`config.mk`:
```
export PLATFORM = sky130hd
export DESIGN_NAME = rmgmt_mem_arbiter
export DESIGN_NICKNAME = d
export VERILOG_FILES = /design/src/rtl/rv32i_types_pkg.sv /design/src/rtl/rmgmt_mem_arbiter.sv
export SDC_FILE = /design/constraint.sdc
export NUM_CORES = 1
export LEC_CHECK = 0
export BUFFER_PORTS_ARGS = -buffer_cell sky130_fd_sc_hd__buf_4
export CAP_MARGIN = 20
export CORE_MARGIN = 3
export CORE_UTILIZATION = 28
export CTS_CLUSTER_DIAMETER = 100
export CTS_CLUSTER_SIZE = 20
export DETAILED_ROUTE_END_ITERATION = 10
export GPL_TIMING_DRIVEN = 1
export PLACE_DENSITY_LB_ADDON = 0.05
export SKIP_CTS_REPAIR_TIMING = 1
export SLEW_MARGIN = 0
export SYNTH_ARGS = -nofsm -noshare
export SYNTH_HDL_FRONTEND = slang
export SYNTH_SLANG_ARGS = --single-unit
```
`constraint.sdc`:
```
create_clock -name CLK -period 1.65 [get_ports CLK]
set_input_delay 0.33 -clock CLK [delete_from_list [all_inputs] [get_ports CLK]]
set_output_delay 0.33 -clock CLK [all_outputs]
set_load 0.01 [all_outputs]
```
`src/rtl/rv32i_types_pkg.sv`:
```
// Shared RV32I types: data word and the RISC-MGMT memory arbiter state.
// Referenced by the arbiter, the hazard unit and the benches.
package rv32i_types_pkg;

    typedef logic [31:0] word_t;

    typedef enum logic [1:0] {
        IDLE  = 2'd0,
        PIPE  = 2'd1,
        RMGMT = 2'd2,
        FAULT = 2'd3
    } rmgmt_arb_state_t;

    localparam logic [3:0] BYTE_EN_ALL = 4'hF;

endpackage

```
`src/rtl/rmgmt_mem_arbiter.sv`:
```
// Shares the data bus between the pipeline and the RISC-MGMT memory port.
// Define RMGMT_MEM_ALIGN_CHECK_EN to fault misaligned extension accesses.
module rmgmt_mem_arbiter
    import rv32i_types_pkg::*;
(
    input  logic       CLK,
    input  logic       nRST,
    input  logic       req_mem,
    input  logic       mem_ren,
    input  logic       mem_wen,
    input  word_t      mem_addr,
    input  word_t      mem_store,
    output word_t      mem_load,
    output logic       mem_busy,
    output logic       mem_fault,
    input  logic       pipe_ren,
    input  logic       pipe_wen,
    input  word_t      pipe_addr,
    input  word_t      pipe_wdata,
    input  logic [3:0] pipe_byte_en,
    output word_t      pipe_rdata,
    output logic       pipe_busy,
    output logic       bus_ren,
    output logic       bus_wen,
    output word_t      bus_addr,
    output word_t      bus_wdata,
    output logic [3:0] bus_byte_en,
    input  word_t      bus_rdata,
    input  logic       bus_busy
);

    rmgmt_arb_state_t state;

    logic ext_valid;
    logic pipe_valid;
    logic ext_misaligned;

    assign ext_valid  = req_mem & (mem_ren | mem_wen);
    assign pipe_valid = pipe_ren | pipe_wen;

`ifdef RMGMT_MEM_ALIGN_CHECK_EN
    assign ext_misaligned = |mem_addr[1:0];
    assign mem_fault      = (state == FAULT);
`else
    assign ext_misaligned = 1'b0;
    assign mem_fault      = 1'b0;
`endif

    // Owner sees busy drop in the cycle the bus reports completion.
    assign mem_busy  = ext_valid
                     & ~((state == RMGMT) & ~bus_busy)
                     & (state != FAULT);
    assign pipe_busy = pipe_valid
                     & ~((state == PIPE) & ~bus_busy);

    assign pipe_rdata = bus_rdata;

    // Grant, hold and retire one bus transaction at a time; ext has priority.
    always_ff @(posedge CLK or negedge nRST) begin
        if (!nRST) begin
            state       <= IDLE;
            bus_ren     <= 1'b0;
            bus_wen     <= 1'b0;
            bus_addr    <= '0;
            bus_wdata   <= '0;
            bus_byte_en <= '0;
            mem_load    <= '0;
        end else begin
            unique case (state)
                IDLE: begin
                    if (ext_valid && ext_misaligned) begin
                        state <= FAULT;
                    end else if (ext_valid) begin
                        bus_addr    <= mem_addr;
                        bus_wdata   <= mem_store;
                        bus_byte_en <= BYTE_EN_ALL;
                        bus_wen     <= mem_wen;
                        bus_ren     <= mem_ren & ~mem_wen;
                        state       <= RMGMT;
                    end else if (pipe_valid) begin
                        bus_addr    <= pipe_addr;
                        bus_wdata   <= pipe_wdata;
                        bus_byte_en <= pipe_byte_en;
                        bus_wen     <= pipe_wen;
                        bus_ren     <= pipe_ren & ~pipe_wen;
                        state       <= PIPE;
                    end
                end
                PIPE, RMGMT: begin
                    if (!bus_busy) begin
                        if (state == RMGMT && bus_ren) begin
                            mem_load <= bus_rdata;
                        end
                        bus_ren <= 1'b0;
                        bus_wen <= 1'b0;
                        state   <= IDLE;
                    end
                end
                FAULT: begin
                    state <= IDLE;
                end
                default: begin
                    state <= IDLE;
                end
            endcase
        end
    end

endmodule

```
==> impl_metrics.ini <==
[logic_synthesis]
synth_area_per_cell_sq_um = 11.1
syn_inst = 436
synth_top_family_by_area = multiplexers
syn_area_sq_um = 4860
ys_ff_latch = 104
synthMuxAreaShare = 0.206
synth_top_flop_cell = dfrtp_1
synth_compound_area_frac = 0.0901
yosys.area.top_type_share = 0.536
ys_seq_area_frac = 0.536
synth-simple-area-share = 0.0698
yosysTopAreaCell = dfrtp_1
async_flop_share = 1.00
synth_edf_count = 0
synth_fa_ha_area_frac = 0.0103
synth_xor_area_frac = 0
synth_most_common_cell = dfrtp_1
synth.net_count = 612
ys_types = 28
yosysWarnings = 0
synthTopCellsByArea = dfrtp_1 (54%), mux2i_1 (13%), mux2_2 (7.4%)
ys_top_cells_by_count = dfrtp_1 (104), nand2_1 (74), mux2i_1 (64), o21ai_0 (58), buf_4 (38)

[global_route]
grt_pass1_vias = 3953
antenna_found_initial = 0
grt_pass1_wl_um = 20300
grt_max_degree = 77
overflow = 0
grt_usage = 0.140

[clocking]
cts_root_buf = clkbuf_16
cts_tree = yes
cts_buffer_depth = 2
numCtsBuffers = 9
htree_levels = 3
clock_latency_ns = 0.34
clk_pin_slew_worst_paths_ns = 0.07
cts_sinks = 104

[worst_setup_path]
cp.required_ns = 1.32
crit_slowest_cell = dfrtp_1
path_buf_inv = 2
cp-end-kind = output port
criticalPathCategory = register to output port
cp_top_family = flip-flops
critPathArrivalTime_ns = 1.39
max_stage_delay_ns = 0.37
start_kind = register
path_cells = buf_4 > ha_1 > nor3_2 > buf_4
crit_path_max_fanout = 3
cpMostUsedCell = buf_4

[sta]
hold_violations = 0
min_period_ns = 1.72
fmax_mhz = 582
tightest_slew_ns = 0.620
grt_setup_unrepaired = true
post-route-period-util = 1.04
finalClockSkew_ns = 0.00479
finalMaxSlewViolations = 0
max-slew-margin-rel = 0.587
worst_slack_ns = -0.0687
setup_violations = 2

[layout]
fin_area_sq_um = 7640
syn2layout_area_growth_pct = 57.3
drive_gt1_frac = 0.531
n_fill_cell = 1600
layout.nets = 887
diodes = 0
multiInputGateArea_sq_um = 1890
regArea_sq_um = 2600

[pwr]
peakVddDrop_v = 0.000516
p_total_w = 0.0119
powerDensity_nw_per_um2 = 1560
p_leak_nw = 4.03

[job]
drv_cap = 0

[floorplan]
die_height_um = 138
fp.dieW_um = 138
die_area_sq_um = 19000
coreArea_sq_um = 16800
rows = 47
start_util = 0.290
io_pins = 309

[min_path]
hold_path.class = input port to register

[placed_design]
globalplace.congestion = 0.725
placed_cell_area_sq_um = 7200
port_buffers = 307
hpwl_um = 11100

[outcome]
violations = negative setup slack
status = finished with violations

[detailed_routing]
drc = 0
drt-pass1-iter-count = 4
drt_iter0_drc = 96
viasPerCell = 4.31
ant_nets = 0
wl_um = 14300
routedWlPerCell_um = 15.3
vias = 4038
[stage by stage]
| step | utilization | hold slack [ns] | setup WS, ns | instances | TNS (ns) |
|---|---|---|---|---|---|
| final | 0.456 | 0.231 | -0.0687 | 936 | -0.0735 |
| after global routing | 0.456 | 0.213 | -0.129 | 936 | -0.229 |
| after CTS | 0.449 | -0.0290 | -0.141 | 932 | -0.193 |
| after detailed placement | 0.430 | 0.346 | 0.0142 | 916 | 0 |
| after global placement | 0.430 | 0.342 | 0.0691 | 916 | 0 |
| after floorplan | - | 0.0344 | 0.0348 | 436 | 0 |
[flip-flops by register name, indices dropped and copies added, names as in the netlist]
| register | flops |
|---|---|
| bus_wdata | 32 |
| bus_wen | 1 |
| bus_byte_en | 4 |
| state | 2 |
| bus_ren | 1 |
| mem_load | 32 |
| bus_addr | 32 |
[cell type report]
cell class	instances	share of cell area
Clock buffer	10	0.0313
Clock inverter	6	0.0108
Inverter	4	0.00196
Multi-Input combinational cell	270	0.248
Sequential cell	104	0.341
Tap cell	220	0.0360
Timing Repair Buffer	322	0.332
[final timing paths]
kind	start	endpoint	slack (ns)	cells after the start
min in group asynchronous	nRST	mem_load[27]	0.53	3
max reg2reg	state[0]	mem_load[7]	0.06	6
min reg2reg	bus_addr[16]	bus_addr[16]	0.48	2
min	bus_rdata[26]	mem_load[26]	0.23	2
max in group asynchronous	nRST	bus_addr[7]	0.53	3
max	state[0]	mem_busy	-0.07	4
[placed cells by master, fill, tap and decap left out, types with 2 or more instances in the layout]
cell	count
o21ai_0	58
a21oi_1	4
nand2_1	74
inv_1	3
clkinv_2	3
dfrtp_1	104
mux2_2	32
buf_4	312
bufinv_16	2
mux2i_1	64
o21ai_4	2
clkbuf_16	11
ha_1	3
o21ai_1	11
nor2_1	7
buf_12	6
[where the power goes]
part	leakage [nW]	switching, W	internal [W]
sequential	1.29	0.000632	0.00372
clock	0.158	0.000913	0.00136
combinational	2.58	0.00254	0.00273
[routing by layer]
layer	vias up	global-route usage	wire, um
li1	2005	-	-
met4	0	0.0477	182
met1	1827	0.160	5270
met5	-	0	0
met3	12	0.0435	1480
met2	194	0.248	7380
[cells by family after synthesis]
logic type      after synthesis
simple gates                 87
other cells                   1
flops                       104
compound gates               82
buf+inv                      62
mux                          96
fa+ha+maj                     4
No activity file was read; power rests on OpenSTA's default activity.
